## src/rtl/stream_min_finder.sv

```systemverilog
// stream_min_finder
//
// Groups a valid/ready stream of unsigned samples into frames of FRAME_LEN
// samples. For each frame it finds the minimum sample and the 0-based position
// of that sample. On a tie the earliest position wins. The result is then held
// on a valid/ready output until the consumer takes it.
//
// Parameters:
//   WIDTH      sample width in bits (unsigned)
//   FRAME_LEN  samples per frame, 2..256
//   IDX_W      width of the index/counter fields, max(1, clog2(FRAME_LEN));
//              derived, do not override
//
// Ports:
//   clk        clock, rising edge
//   rst_n      asynchronous active-low reset
//   clear      synchronous abort of the current frame or held result
//   in_valid   sample present on in_data
//   in_ready   block accepts a sample this cycle (COLLECT state)
//   in_data    sample value
//   out_valid  frame result present (HOLD state)
//   out_ready  consumer takes the result this cycle
//   out_min    minimum sample of the completed frame
//   out_idx    position of that minimum within the frame
module stream_min_finder #(
  parameter int WIDTH     = 3,
  parameter int FRAME_LEN = 8,
  parameter int IDX_W     = (FRAME_LEN <= 2) ? 1 : $clog2(FRAME_LEN)
) (
  input  logic             clk,
  input  logic             rst_n,
  input  logic             clear,
  input  logic             in_valid,
  output logic             in_ready,
  input  logic [WIDTH-1:0] in_data,
  output logic             out_valid,
  input  logic             out_ready,
  output logic [WIDTH-1:0] out_min,
  output logic [IDX_W-1:0] out_idx
);

  localparam logic [0:0] COLLECT = 1'b0;
  localparam logic [0:0] HOLD    = 1'b1;

  localparam logic [IDX_W-1:0] LAST_CNT = IDX_W'(FRAME_LEN - 1);

  logic [0:0]       state;
  logic [IDX_W-1:0] cnt;
  logic [WIDTH-1:0] run_min;
  logic [IDX_W-1:0] run_idx;

  // Running result after folding in the sample currently on in_data.
  logic [WIDTH-1:0] cand_min;
  logic [IDX_W-1:0] cand_idx;

  // Both handshake outputs come straight from the state register, so there is
  // no combinational path from in_valid or out_ready.
  assign in_ready  = (state == COLLECT);
  assign out_valid = (state == HOLD);

  always_comb begin
    cand_min = run_min;
    cand_idx = run_idx;
    if (cnt == '0) begin
      // The first sample of a frame seeds the running result unconditionally.
      cand_min = in_data;
      cand_idx = '0;
    end else if (in_data < run_min) begin
      // A strict compare keeps the earliest index on ties.
      cand_min = in_data;
      cand_idx = cnt;
    end
  end

  always_ff @(posedge clk or negedge rst_n) begin
    if (!rst_n) begin
      state   <= COLLECT;
      cnt     <= '0;
      run_min <= '0;
      run_idx <= '0;
      out_min <= '0;
      out_idx <= '0;
    end else if (clear) begin
      // Abort: the sample presented this cycle is dropped. out_min/out_idx
      // keep stale values, which are meaningless while out_valid is low.
      state <= COLLECT;
      cnt   <= '0;
    end else begin
      case (state)
        COLLECT: begin
          if (in_valid) begin
            run_min <= cand_min;
            run_idx <= cand_idx;
            if (cnt == LAST_CNT) begin
              out_min <= cand_min;
              out_idx <= cand_idx;
              cnt     <= '0;
              state   <= HOLD;
            end else begin
              cnt <= cnt + IDX_W'(1);
            end
          end
        end
        HOLD: begin
          // The exit edge accepts no sample, because in_ready is still low
          // during this cycle.
          if (out_ready) begin
            state <= COLLECT;
          end
        end
        default: begin
          state <= COLLECT;
        end
      endcase
    end
  end

endmodule

```

## config.mk

```make
export PLATFORM = sky130hd
export DESIGN_NAME = stream_min_finder
export DESIGN_NICKNAME = d
export VERILOG_FILES = /design/src/rtl/stream_min_finder.sv
export SDC_FILE = /design/constraint.sdc
export NUM_CORES = 1
export LEC_CHECK = 0
export BUFFER_PORTS_ARGS = -buffer_cell sky130_fd_sc_hd__buf_4
export CAP_MARGIN = 10
export CORE_ASPECT_RATIO = 1.25
export CORE_MARGIN = 2
export CORE_UTILIZATION = 45
export DETAILED_ROUTE_END_ITERATION = 8
export GPL_ROUTABILITY_DRIVEN = 0
export MAX_ROUTING_LAYER = met4
export PLACE_DENSITY = 0.66
export SLEW_MARGIN = 20
export SYNTH_ARGS = -nofsm -noshare
export SYNTH_HDL_FRONTEND = slang
export SYNTH_SLANG_ARGS = --single-unit
```

## constraint.sdc

```tcl
create_clock -name clk -period 4.5 [get_ports clk]
set_clock_uncertainty 0.2 [all_clocks]
set_input_delay 0.675 -clock clk [delete_from_list [all_inputs] [get_ports clk]]
set_output_delay 0.675 -clock clk [all_outputs]
set_load 0.01 [all_outputs]
```

# [After elaboration in Yosys (flattened, before gate mapping)]
# Cells that the tools add are included.
[totals] register_bits=16 inputBits=8 word_cells=30
[classes] addsub=1 n_lt_le_gt_ge=1 eq_ne=2 mux=13 bitwise_logic=2 reduce_logical=5
[ops] operator="two-way mux 3 bit" n=8
[ops] operator="two-way mux 1 bit" n=4
[ops] operator="AND reduction 4 bit" n=1
[ops] operator="adder 3 x 1 -> 3 bit, second input constant" n=1
[ops] operator="== test 3 bit, second input constant" n=1
[ops] operator="zero test 3 bit" n=1
[ops] operator="< comparator 3 bit" n=1
[ops] operator="AND reduction 3 bit" n=1
[ops] operator="inequality test 2 bit, second input constant" n=1
[ops] operator="NOT 1 bit" n=2
[ops] operator="one-hot mux 1 bit (2 select lines)" n=1
[ops] operator="AND reduction 2 bit" n=1
[ops] operator="nonzero test 2 bit" n=1

# [Depth between registers and ports, before layout]
# Gate-level depths: netlist of the first run.
[logic_depth] word_depth=5 mapped_depth=6 ltp_nobuf=6

# [Worst setup path before layout of the first run]
# Ideal clock, no wire load.
[synth_path] path_type="input to register" from="input in_data[2]" to="register run_min[0]" setup_time_ns=0.125 t_arrival_ns=1.769 required_time_ns=4.175 path_slack_ns=2.406 stages=5 n_path_buf=0 cell_sequence="ha_1 nand2_1 o21a_4 o21ai_4 mux2_4"
[synth_via] elab_chain_len=3
[synth_rtl] element="start: declaration" line_no="35" rtl="input logic [WIDTH-1:0] in_data,"
[synth_rtl] element="< comparator 3 bit" line_no="68" rtl="end else if (in_data < run_min) begin"
[synth_rtl] element="two-way mux 3 bit" line_no="68"
[synth_rtl] element="two-way mux 3 bit" line_no="64" rtl="if (cnt == '0) begin"
[synth_rtl] element="end signal: assignment" line_no="92" rtl="run_min <= cand_min;"
[synth_rtl] element="end: declaration" line_no="49" rtl="logic [WIDTH-1:0] run_min;"
# Every way passes these cells.
# A chain may end at the register's enable or synchronous reset.

# [Worst setup path after layout of the first run]
# Same ends and word-level chain as after synthesis.

==> results.toml, run 1 <==
[critical_path]
worst-path-max-fanout = 5
worst-r2r-setup-slack_ns = 2.61
worst-r2r-cell-count = 6
start_kind = "primary input"
arrival_ns = 1.96
crit_start = "in_data[2]"
path_class = "primary input to flop"
worst_ep_required_time_ns = 4.48
endpoint_kind = "flop"
reg2reg_from = "run_min[2]$_DFFE_PN0P_"
reg2reg_to = "run_min[0]$_DFFE_PN0P_"

[clock_network]
tritoncts.num_buffers = 3
cts_setup_buffers = 0
cts-root-buf = "clkbuf_4"
worstSkewPairLatency_ns = 0.29
cts_clock_pin_slew_for_the_worst_setup_and_hold_paths_ns = 0.10
ctsResizeCount = 0
clock_path_buffers = 2
tritoncts = "done"
cts.sinks = 16
cts_hold_repair.buffers = 0
ctsHtreeMaxLevel = 1

[job]
count_of_maximum_capacitance_violations = 0

[pwr]
power.static_leakage_nw = 0.5125
pwr_density_cell_mw_per_mm2 = 324.6
vdd_drop_max_v = 0.0001848

[global_routing]
grt_start_max_net_pins = 17
grt_util_all_layers_pct = 17.26
via_count_of_the_first_global_routing_pass = 631
grt_pass1_wl_um = 2808
antenna_found_initial = 0
overflow = 0

[finish]
finalNonFillerCells = 122
antenna_cells = 0
most_frequent_cells_in_the_layout = "dfrtp_1 (16), buf_4 (15), nand2_1 (10)"
finalNetCount = 116
post_route_cells_drive_above_1_share_pct = 30.39
flow.area_growth_from_synthesis_pct = 19.55
final_common_cell = "dfrtp_1"

[timing]
transition_at_the_pin_with_the_smallest_max_transition_slack_ns = 0.3590
setup_viol_count_final = 0
finalWorstPathRequiredPeriod_ns = 1.977
post-route-period-util_pct = 43.92
total_negative_slack_for_setup_checks_ns = 0
timing.final.hold_violations = 0
achievable-frequency_mhz = 505.9
timing.slew.headroom_pct = 75.99
slew_violations = 0
unrepaired_setup_endpoints_after_global_routing = "false"

[floorplan]
ioPinCount = 16
floorplan.die_area_mm2 = 0.002351
die_width_um = 43.77
die-height_um = 53.71
core_mm2 = 0.001914
cell_rows = 18
start_util_pct = 46.47

[place]
dp.cells = 118
dp.final_hpwl_um = 1307
buffer_ports.inserted = 15

[synthesis]
synth_nets = 96
synthDistinctLibCells = 26
post_synthesis_sequential_area_ratio_pct = 45.01
synthesis.area_per_instance_um2 = 10.72
synthesis.area_um2 = 889.6
postSynthCellCount = 83
ys_seq_elements = 16
synthesis_warnings = 0

[outcome]
outcome = "complete, no violations"

[min_path]
worst_hold_path_type = "primary input to async pin"

[drt]
drc_errors = 0
route.vias.total = 638
drt.antenna.violating_nets = 0
route.final.wire_length_um = 1687
post_drt_wl_per_cell_um = 13.83
detailedRoute.firstPassIterationCount = 3
drtIter0Drc = 5
drt-vias-per-instance = 5.230
-- cell usage after synthesis --
master,count,area share [%]
and2b_1,1,0.84
inv_1,6,2.5
nand2b_1,2,1.4
nand2b_4,1,1.5
a22o_1,2,2.0
o31ai_1,1,0.84
a21oi_1,8,4.5
nand3b_1,1,0.84
mux2_4,2,3.4
nor3_2,1,1.1
a21oi_2,1,0.98
nor3_1,1,0.56
mux2i_1,3,3.4
nor2b_4,2,3.1
o21ai_1,6,3.4
nand2_1,10,4.2
nor3b_2,1,1.4
a31oi_1,2,1.4
o21ai_4,2,3.7
o21a_4,1,1.7
ha_1,5,7.0
dfrtp_1,16,45
o21ai_0,1,0.56
nor2_4,1,1.3
mux2_1,1,1.3
nor2_1,5,2.1
-- flip-flops by register name (all words and copies together) (netlist names) --
register	count
run_idx	3
out_idx	3
run_min	3
cnt	3
out_valid	1
out_min	3
-- kinds of logic (layout without fill, tap and decap cells) --
kind of cell	Yosys count	after routing	synth area share, %
and+or+nand+nor	26	26	18.43
AOI/OAI and AO/OA	24	24	18.99
DFF	16	16	45.01
muxes	6	6	8.017
buffers and inverters	6	25	2.531
adders and majority gates	5	5	7.032
-- per-layer routing --
layer / wire length [um] / vias to the layer above / track usage (%)
met1: 744 / 298 / 20.42
met5: 0 / - / -
met3: 63 / 4 / 2.013
met2: 853 / 12 / 27.94
met4: 27 / 0 / 10.61
li1: - / 324 / -
-- worst max-delay path, cell delays in order --
cell and delay (ns):
buf_4 0.12, ha_1 0.30, nand2_1 0.12, o21a_4 0.24
o21ai_4 0.19, mux2_4 0.32
-- layout make-up --
class / count / area (um^2)
inverters: 6 / 22.52
well taps: 20 / 25.02
fillers: 174 / 850.8
multi-input cells: 61 / 466.7
clock buffers: 4 / 36.28
repair buffers: 15 / 112.6
flip-flops and latches: 16 / 400.4
-- how the worst max path moves through the flow --
stage	depth (start not counted)	end	slack, ns
after CTS	6	run_min[0]$_DFFE_PN0P_	2.53
final	6	run_min[0]$_DFFE_PN0P_	2.52
after detailed placement	6	run_min[0]$_DFFE_PN0P_	2.20
after global placement	6	run_min[0]$_DFFE_PN0P_	2.25
after floorplan	5	run_min[0]$_DFFE_PN0P_	2.41
after global routing	6	run_min[1]$_DFFE_PN0P_	2.50
-- metrics by stage --
step	total power [mW]	instance area, um^2	utilization, %	worst slack (ns)	hold WS, ns
floorplan	0.2306	889.6	-	2.406	0.1794
global placement	0.2501	1027	53.66	2.245	0.2708
detailed placement	0.2531	1027	53.66	2.205	0.2778
CTS	0.3516	1064	55.56	2.534	0.02158
global route	0.3656	1064	55.56	2.495	0.02824
finish	0.3453	1064	55.56	2.523	0.02591
-- report_power, final --
group,switching [mW],total (mW),internal [mW],leakage (nW)
sequential,0.00938,0.164,0.155,0.214
clock,0.0472,0.0965,0.0493,0.0210
combinational,0.0450,0.0847,0.0397,0.278
total,0.102,0.345,0.244,0.513
Note: power is estimated with default switching activity, not from simulation.
==> run 2, diff against run 1 <==
- clock period: 4.5 -> 1.9 ns (I/O delays scaled with it)
==> run 2 against run 1 <==
Worst setup slack worse by 2.5 ns. Die area stayed put. Final cell count is 4.1% higher. Largest power group unchanged. Sequential share of layout area is 2.1 points lower. Worst hold slack worse by 0.022 ns. Design area is 5.9% higher. Total power grew to 2.5 times the previous value. Critical endpoint unchanged. Count of clock-buffer cells in the layout stayed put. Sequential cell count stayed put. Combinational power grew to 2.8 times the previous value. Global-route usage is 0.26 points higher.
==> results.toml, run 2 (synthesized netlist as in run 1, its figures left out) <==
[floorplan]
floorplan.die_area_mm2 = 0.002351
core_mm2 = 0.001914
ioPinCount = 16
cell_rows = 18
die_width_um = 43.77
start_util_pct = 46.47
die-height_um = 53.71

[global_routing]
overflow = 0
grt_start_max_net_pins = 17
grt_util_all_layers_pct = 17.52
grt_pass1_wl_um = 2870
via_count_of_the_first_global_routing_pass = 641
antenna_found_initial = 0

[timing]
finalWorstPathRequiredPeriod_ns = 1.842
achievable-frequency_mhz = 542.9
finalHoldWorstSlack_ns = 0.004195
transition_at_the_pin_with_the_smallest_max_transition_slack_ns = 0.3421
post-route-period-util_pct = 96.95
total_negative_slack_for_setup_checks_ns = 0
setup_viol_count_final = 0
timing.slew.headroom_pct = 77.12
slew_violations = 0
fin_ws_ns = 0.05798
timing.final.hold_violations = 0

[pwr]
netSwitchingFraction_pct = 30.27
power.static_leakage_nw = 0.5363
totalPowerFinal_mw = 0.8680
vdd_drop_max_v = 0.0004643
pwr_density_cell_mw_per_mm2 = 770.8
pwr-share-clk_pct = 27.7
internal_power_mw = 0.6053
power.switching_mw = 0.2627
seq_power_share_pct = 44.6
power.share.combinational_pct = 27.7

[place]
buffer_ports.inserted = 15
dp.final_hpwl_um = 1264
placed_cell_area_mm2 = 0.001035
dp.cells = 119
place_ws_ns = -0.002320

[finish]
fin_area_mm2 = 0.001126
fillerInstances = 161
most_frequent_cells_in_the_layout = "buf_4 (18), dfrtp_1 (16), nand2_1 (10)"
antenna_cells = 0
final_common_cell = "buf_4"
finalNetCount = 121
multi_input_comb_area_um2 = 486.7
layout.core_utilization_pct = 58.82
post_route_cells_drive_above_1_share_pct = 32.71
finalNonFillerCells = 127
register_area_um2 = 400.4
flow.area_growth_from_synthesis_pct = 26.58

[drt]
route.final.wire_length_um = 1726
post_drt_wl_per_cell_um = 13.59
drc_errors = 0
route.vias.total = 675
detailedRoute.firstPassIterationCount = 1
drt-vias-per-instance = 5.315
drt.antenna.violating_nets = 0
drtIter0Drc = 0

[critical_path]
reg2reg_to = "run_min[0]$_DFFE_PN0P_"
endpoint_kind = "flop"
reg2reg_from = "run_min[2]$_DFFE_PN0P_"
worst-r2r-setup-slack_ns = 0.06
worst-r2r-cell-count = 6
arrival_ns = 1.84
crit_start = "run_min[2]$_DFFE_PN0P_"
worst_ep_required_time_ns = 1.90
worst-path-max-fanout = 5
start_kind = "flop"
path_class = "flop to flop"

[min_path]
worstHoldPathCells = 2
worst_hold_path.endpoint = "cnt[2]$_DFFE_PN0P_"
worst_hold_path_type = "primary input to flop"
timing.hold.worst.start = "clear"

[clock_network]
ctsHtreeMaxLevel = 1
cts-root-buf = "clkbuf_4"
worstSkewPairLatency_ns = 0.30
clock_path_buffers = 2
cts_clock_pin_slew_for_the_worst_setup_and_hold_paths_ns = 0.10
cts.sinks = 16
tritoncts.num_buffers = 3
tritoncts = "done"

[job]
count_of_maximum_capacitance_violations = 0

[outcome]
outcome = "complete, no violations"
[run 2: cell count changes in the layout (fill, tap and decap cells not counted), sizes merged]
cell         before  now
buf              15   18
dlygate4sd3       0    2
[run 2: power groups by stage]
| stage | Sequential [mW] | Combinational [mW] | Clock (mW) |
|---|---|---|---|
| 6_report | 0.387 | 0.241 | 0.240 |
| 2_1_floorplan | 0.388 | 0.158 | 0 |
| 3_5_place_dp | 0.394 | 0.212 | 0 |
| 4_1_cts | 0.387 | 0.217 | 0.238 |
| 3_3_place_gp | 0.392 | 0.208 | 0 |
| 5_1_grt | 0.391 | 0.265 | 0.251 |
[run 2: worst max-delay path, cell delays in order (launching register included)]
cell     delay, ns
dfrtp_1       0.38
inv_1         0.07
ha_4          0.28
nand2_1       0.07
o21a_4        0.22
o21ai_4       0.20
mux2_4        0.31
[run 2: worst max-delay path by stage]
stage                             end  slack (ns)
2_1_floorplan  run_min[0]$_DFFE_PN0P_        0.11
3_3_place_gp   run_min[1]$_DFFE_PN0P_        0.05
3_5_place_dp   run_min[0]$_DFFE_PN0P_      -0.002
4_1_cts        run_min[0]$_DFFE_PN0P_       0.008
5_1_grt        run_min[0]$_DFFE_PN0P_       -0.01
6_report       run_min[0]$_DFFE_PN0P_        0.06
[run 2: layout make-up]
type	instances	share of cell area, %
Multi-Input combinational cell	61	43.22
Clock buffer	4	3.222
Inverter	6	2.000
Tap cell	20	2.222
Sequential cell	16	35.56
Timing Repair Buffer	20	13.78
[run 2: repair_timing]
| item | in CTS | in global routing |
|---|---|---|
| hold buffers | 2 | 0 |
| gates resized for setup | 0 | 2 |
| hold endpoints to repair | 17 | 0 |
| buffers inserted | 0 | 2 |
| endpoints found under the setup margin | 0 | 7 |
[run 2: layer usage]
| metal | GRT usage (%) | routed length, um | vias up |
|---|---|---|---|
| met2 | 28.19 | 849 | 13 |
| met3 | 2.013 | 61 | 5 |
| met4 | 10.61 | 42 | 0 |
| met5 | - | 0 | - |
| met1 | 20.96 | 773 | 318 |
| li1 | - | - | 339 |
